## config.mk

```make
export PLATFORM = sky130hd
export DESIGN_NAME = chad_mem_arb
export DESIGN_NICKNAME = d
export VERILOG_FILES = /design/src/rtl/chad_mem_arb.sv
export SDC_FILE = /design/constraint.sdc
export NUM_CORES = 1
export LEC_CHECK = 0
export ABC_AREA = 1
export CAP_MARGIN = 40
export CORE_MARGIN = 2
export CORE_UTILIZATION = 32
export CTS_CLUSTER_DIAMETER = 150
export DETAILED_ROUTE_END_ITERATION = 10
export PLACE_DENSITY = 0.9
export SYNTH_ARGS = -nofsm -noshare
export SYNTH_HDL_FRONTEND = slang
export SYNTH_SLANG_ARGS = --single-unit
```

## constraint.sdc

```tcl
create_clock -name clk -period 1.7 [get_ports clk]
set_clock_uncertainty 0.1 [all_clocks]
set_input_delay 0.255 -clock clk [delete_from_list [all_inputs] [get_ports clk]]
set_output_delay 0.255 -clock clk [all_outputs]
set_load 0.01 [all_outputs]
```

## src/rtl/chad_mem_arb.sv

```systemverilog
// chad_mem_arb: shares one synchronous single-port data RAM between the chad CPU
// data port and a host/debug port.
// Latency: grant, h_ack and cpu_hold are combinational in the request cycle.
//   Read data arrives one cycle after the grant.
// Backpressure: the CPU has priority. The host waits until it has lost MAXWAIT
//   cycles, then forces a one-cycle CPU stall through cpu_hold. h_lock holds the CPU
//   unconditionally.
// Ports:
//   clk, resetq            clock (rising edge) and asynchronous active-low reset
//   cpu_rd/wr/addr/wdata   CPU data request; cpu_rdata, cpu_hold back to the CPU
//   h_req/we/addr/wdata    host request, held until h_ack
//   h_lock                 debug freeze
//   h_ack/rvalid/rdata     host responses
//   ram_*                  single-port RAM; ram_rdata is valid the cycle after a read
//   stall_cnt              saturating count of cpu_hold cycles
module chad_mem_arb #(
  parameter int WIDTH   = 18,
  parameter int AWIDTH  = 15,
  parameter int MAXWAIT = 4
) (
  input  logic              clk,
  input  logic              resetq,
  input  logic              cpu_rd,
  input  logic              cpu_wr,
  input  logic [AWIDTH-1:0] cpu_addr,
  input  logic [WIDTH-1:0]  cpu_wdata,
  output logic [WIDTH-1:0]  cpu_rdata,
  output logic              cpu_hold,
  input  logic              h_req,
  input  logic              h_we,
  input  logic [AWIDTH-1:0] h_addr,
  input  logic [WIDTH-1:0]  h_wdata,
  input  logic              h_lock,
  output logic              h_ack,
  output logic              h_rvalid,
  output logic [WIDTH-1:0]  h_rdata,
  output logic              ram_en,
  output logic              ram_we,
  output logic [AWIDTH-1:0] ram_addr,
  output logic [WIDTH-1:0]  ram_wdata,
  input  logic [WIDTH-1:0]  ram_rdata,
  output logic [15:0]       stall_cnt
);

  localparam logic [3:0] MAXW = 4'(MAXWAIT);

  logic              cpu_acc;
  logic              host_win;
  logic              cpu_win;

  logic [3:0]        wait_cnt_q,  wait_cnt_d;
  logic              cpu_rd_q,    cpu_rd_d;
  logic              h_rvalid_q,  h_rvalid_d;
  logic [WIDTH-1:0]  cpu_last_q,  cpu_last_d;
  logic [15:0]       stall_cnt_q, stall_cnt_d;

  always_comb begin
    cpu_acc  = cpu_rd | cpu_wr;
    // The host wins an idle CPU cycle, wins under lock, or forces its way in
    // once it has lost MAXWAIT cycles in a row.
    host_win = h_req & (~cpu_acc | h_lock | (wait_cnt_q == MAXW));
    cpu_win  = cpu_acc & ~host_win & ~h_lock;
    h_ack    = host_win;
    cpu_hold = h_lock | (cpu_acc & host_win);

    ram_en    = host_win | cpu_win;
    ram_we    = host_win ? h_we : (cpu_win & cpu_wr);
    // With no winner the address and data buses rest on the CPU inputs.
    ram_addr  = host_win ? h_addr  : cpu_addr;
    ram_wdata = host_win ? h_wdata : cpu_wdata;

    wait_cnt_d = wait_cnt_q;
    if (!h_req || host_win) begin
      wait_cnt_d = 4'd0;
    end else if (wait_cnt_q != MAXW) begin
      wait_cnt_d = wait_cnt_q + 4'd1;
    end

    // When cpu_rd and cpu_wr are both high, the access is a write and returns no read data.
    cpu_rd_d   = cpu_win & cpu_rd & ~cpu_wr;
    h_rvalid_d = host_win & ~h_we;

    // Capture the CPU's read result so it stays put across host cycles and stalls.
    cpu_last_d = cpu_rd_q ? ram_rdata : cpu_last_q;

    stall_cnt_d = stall_cnt_q;
    if (cpu_hold && stall_cnt_q != 16'hFFFF) begin
      stall_cnt_d = stall_cnt_q + 16'd1;
    end
  end

  always_ff @(posedge clk or negedge resetq) begin
    if (!resetq) begin
      wait_cnt_q  <= '0;
      cpu_rd_q    <= 1'b0;
      h_rvalid_q  <= 1'b0;
      cpu_last_q  <= '0;
      stall_cnt_q <= '0;
    end else begin
      wait_cnt_q  <= wait_cnt_d;
      cpu_rd_q    <= cpu_rd_d;
      h_rvalid_q  <= h_rvalid_d;
      cpu_last_q  <= cpu_last_d;
      stall_cnt_q <= stall_cnt_d;
    end
  end

  assign cpu_rdata = cpu_rd_q ? ram_rdata : cpu_last_q;
  assign h_rvalid  = h_rvalid_q;
  assign h_rdata   = ram_rdata;
  assign stall_cnt = stall_cnt_q;

endmodule

```

# [After elaboration in Yosys (flattened, before gate mapping)]
# Cells that the tools add are included.
[totals] out_inout_bits=90 word_cells=38 in_bits=91 reg_bits=40
[classes] n_eq_ne=3 mux=6 n_reduce_logical=4 bitwise_logic=18 n_addsub=2
[ops] operator="$mux W18" count=2
[ops] operator="$add A16 B1 Y16 const B" count=1
[ops] operator="$ne A16 B16 Y1 const B" count=1
[ops] operator="$mux W15" count=1
[ops] operator="$and A1 B1 Y1" count=8
[ops] operator="$mux W4" count=2
[ops] operator="$not A1 Y1" count=5
[ops] operator="$or A1 B1 Y1" count=5
[ops] operator="$add A4 B1 Y4 const B" count=1
[ops] operator="$eq A4 B3 Y1 const B" count=1
[ops] operator="$ne A4 B3 Y1 const B" count=1
[ops] operator="$reduce_bool A2 Y1" count=1
[ops] operator="$logic_and A1 B1 Y1" count=1
[ops] operator="$logic_not A1 Y1" count=1
[ops] operator="$logic_or A1 B1 Y1" count=1
[ops] operator="$mux W1" count=1

# [Logic depth before layout (Yosys ltp)]
[logic_depth] ltp_word=10 mapped_depth=10 ltp_nobuf=9

# [Worst setup path after synthesis]
# Ideal clock, no wire load.
[synth_path] path_type="reg2out" start="register wait_cnt_q[0]" end="output ram_addr[10]" required_time_ps=1345 stages_incl_launch_ff=10 setup_slack_ps=-17 n_path_buf=1 t_arrival_ps=1362 cell_sequence="dfrtp_1 inv_1 ha_1 nand3_1 nand2_1 nand2_1 inv_2 clkbuf_1 nand2_1 nand2_1"
[synth_via] elab_chain_len=4
[synth_lines] element="start: declaration" line="51" rtl="logic [3:0] wait_cnt_q, wait_cnt_d;"
[synth_lines] element="start signal: assignment" line="100" rtl="wait_cnt_q <= wait_cnt_d;"
[synth_lines] element="$eq A4 B3 Y1" line="61" rtl="host_win = h_req & (~cpu_acc | h_lock | (wait_cnt_q == MAXW));"
[synth_lines] element="$or A1 B1 Y1" line="61"
[synth_lines] element="$and A1 B1 Y1" line="61"
[synth_lines] element="$mux W15" line="69" rtl="ram_addr = host_win ? h_addr : cpu_addr;"
[synth_lines] element="end: declaration" line="39" rtl="output logic [AWIDTH-1:0] ram_addr,"
# Every way passes these cells.

# [Worst setup path after layout]
[layout_path] start="register wait_cnt_q[1]" end="output ram_addr[5]"
# Same word-level chain as after synthesis.

==> impl_metrics.ini <==
[placed_design]
port_buffers = 180
dp.cells = 622
pre_cts_slack_ns = -0.757
dp_hpwl_um = 6620
place_congestion = 0.902

[power_and_ir_drop]
pwr-share-clk_pct = 17.1
power_frac_seq_pct = 35.2
ir_drop_uv = 294
power_leakage_nw = 2.51
swShare_pct = 31.6
comb_power_share_pct = 47.7
p_per_area_nw_per_um2 = 666
p_int_w = 0.00238
p_sw_w = 0.00110

[sta]
post-route-min-period_ns = 2.09
setup_slack_ns = -0.395
worst_pin_slew_ns = 0.435
setup_viol = 67
fmaxAchievable_ghz = 0.477
rsz0062_at_grt = true
setup_tns_ns = -16.79
hold_viol_final = 0
drv_slew = 0
period_share_pct = 123
relSlewSlack_pct = 71.0

[setup_path]
path_class = reg -> out
start_kind = flop
worstPathRequired_ns = 1.34
crit_buf_inv = 4
cpPeakStageDelay_ns = 0.40
r2r_cells = 13
crit_chain = inv_2 > ha_4 > nand3_4 > nand2_4 > nand2_4 > buf_4 > buf_12 > nand2_1 > nand2_2 > buf_6
path_max_fanout = 17
cpMaxStageDelayCell = dfrtp_1
reg2reg_from = wait_cnt_q[1]$_DFFE_PN0P_
r2r_setup_slack_ns = -0.26
cp.arrival_ns = 1.74
cp_top_family = buffers and inverters
startpoint = wait_cnt_q[1]$_DFFE_PN0P_
r2r-end = stall_cnt[0]$_DFFE_PN0P_
end_kind = output port
cpMostUsedCell = nand2_4

[global_routing]
grt_use_met3_pct = 4.11
grtUsageMet2_pct = 41.4
antenna_found_initial = 0
grt_max_degree = 21
top_usage_layer = met2
grt.overflow.total = 0
grt_pass1_vias = 3120
grt_pass1_wl_um = 14700
met1_usage_pct = 23.2
grt_use_total_pct = 21.3

[yosys]
synth_cells = 349
syn_area_um2 = 2540
synth_seq_cells = 40
ys_types = 23
syn_area_per_cell_um2 = 7.27
synth-seq-area-share_pct = 39.5
synth_fp_nets = 443
synth_warnings = 0

[floorplan]
start_util_pct = 33.0
dieWidth_um = 93.0
die_area_um2 = 8650
die_y_um = 93.0
row_count = 32
io_pins = 181
core_area_um2 = 7690

[min_path]
hold_end = cpu_rd_q$_DFF_PN0_
hp-start = cpu_rd
hold_path.class = in -> reg
holdPathStages = 3

[layout]
layout.nets = 657
drive_gt1_share_pct = 38.7
layout.cells.non_filler = 665
final_util_pct = 68.1
diodes = 0
area_growth_pct = 106

[drt]
dr_total_vias = 3156
dr.first_iter.drc_count = 122
viasPerCell = 4.75
wirelength_um = 9700
wl_per_cell_um = 14.6
ant_nets = 0
drc = 0
dr.pass1.iters = 4

[clock_tree]
cts_max_level = 2
cts_sinks = 40
clockBufferDepth = 2
cts_buffers = 5
insertion_delay_ns = 0.29
clk_transition_reported_paths_ns = 0.08
cts-root-buf = clkbuf_8
cts_tree = done

[status]
violations = setup timing
outcome = complete, but fails checks

[job]
cap_violations = 0
## per-stage QoR
step	total power (W)	hold WS (ns)	instance area (um^2)
final	0.00348	0.262	5240
after global routing	0.00369	0.258	5240
after CTS	0.00339	0.245	5000
after detailed placement	0.00264	0.127	4460
after global placement	0.00259	0.124	4460
after floorplan	0.00177	-0.141	2540
## Yosys cell counts, drive strengths merged
library cell	n	area, um^2
dfrtp	40	1000
nand2	171	649
o21ai	4	20.0
buf	28	191
nor3	2	10.0
ha	3	37.5
xnor2	5	43.8
a31oi	1	6.26
nand3b	1	7.51
nand3	21	115
clkbuf	2	7.51
mux2	18	203
inv	20	75.1
nor2	24	100
nand4	4	25.0
xor2	5	43.8
## power by group through the flow
stage | sequential, W | clock, W | combinational, W
after floorplan | 0.00124 | 0 | 0.000529
after global placement | 0.00122 | 0 | 0.00138
after detailed placement | 0.00123 | 0 | 0.00141
after CTS | 0.00122 | 0.000625 | 0.00154
after global routing | 0.00125 | 0.000655 | 0.00179
final | 0.00123 | 0.000596 | 0.00166
## flip-flops by register name (all words and copies together), names as in the netlist
signal / flops
stall_cnt: 16
wait_cnt_q: 4
cpu_last_q: 18
cpu_rd_q: 1
h_rvalid: 1
## tightest hold or removal path, cell delays in order
cell,delay [ns]
dlygate4sd2_1,0.24
nand2_1,0.06
nor3_1,0.06
## metal layers
metal / share of wire (%) / routed length (um)
met5: 0 / 0
met4: 2.2 / 210
met3: 7.9 / 764
met2: 55 / 5330
met1: 35 / 3390
## logic make-up (layout without fill, tap and decap cells)
family | after synthesis | in the layout | share of synthesized area, %
buffers and inverters | 50 | 263 | 10.8
flip-flops | 40 | 40 | 39.5
adder cells (fa/ha/maj) | 3 | 3 | 1.48
AND/OR/NAND/NOR | 223 | 224 | 35.8
multiplexers | 18 | 18 | 7.99
XOR/XNOR | 10 | 10 | 3.45
AO/OA/AOI/OAI | 5 | 5 | 1.04
## final cells by class
type / instances / area, um^2
tap: 102 / 128
sequential: 40 / 1020
inverter: 20 / 77.6
fill: 556 / 2450
clock buffer: 6 / 72.6
clock inverter: 1 / 5.00
timing repair buffer: 236 / 2360
multi-input combinational: 260 / 1570
## layout by cell type, fill, tap and decap left out, drive strengths merged, types with 2 or more instances in the layout
cell           count
buf              109
clkbuf             6
clkdlybuf4s50    120
dfrtp             40
dlygate4sd2        2
dlymetal6s2s       2
ha                 3
inv               20
mux2              18
nand2            172
nand3             21
nand4              4
nor2              24
nor3               2
o21ai              4
xnor2              5
xor2               5
## what timing repair did
item,in CTS,in global routing
hold buffers,1,0
buffers inserted,26,6
gates resized for setup,316,64
setup endpoints to repair,72,83
hold endpoints to repair,18,0
pin swaps,21,15
cloned,7,0
## worst max-delay path by stage
stage	endpoint	depth (start not counted)	slack (ns)
2_1_floorplan	ram_addr[10]	9	-0.009
3_3_place_gp	ram_wdata[0]	9	-0.69
3_5_place_dp	ram_wdata[3]	9	-0.76
4_1_cts	ram_addr[9]	11	-0.38
5_1_grt	ram_wdata[6]	11	-0.49
6_report	ram_addr[5]	10	-0.39
Power figures use the tool's default switching activity.
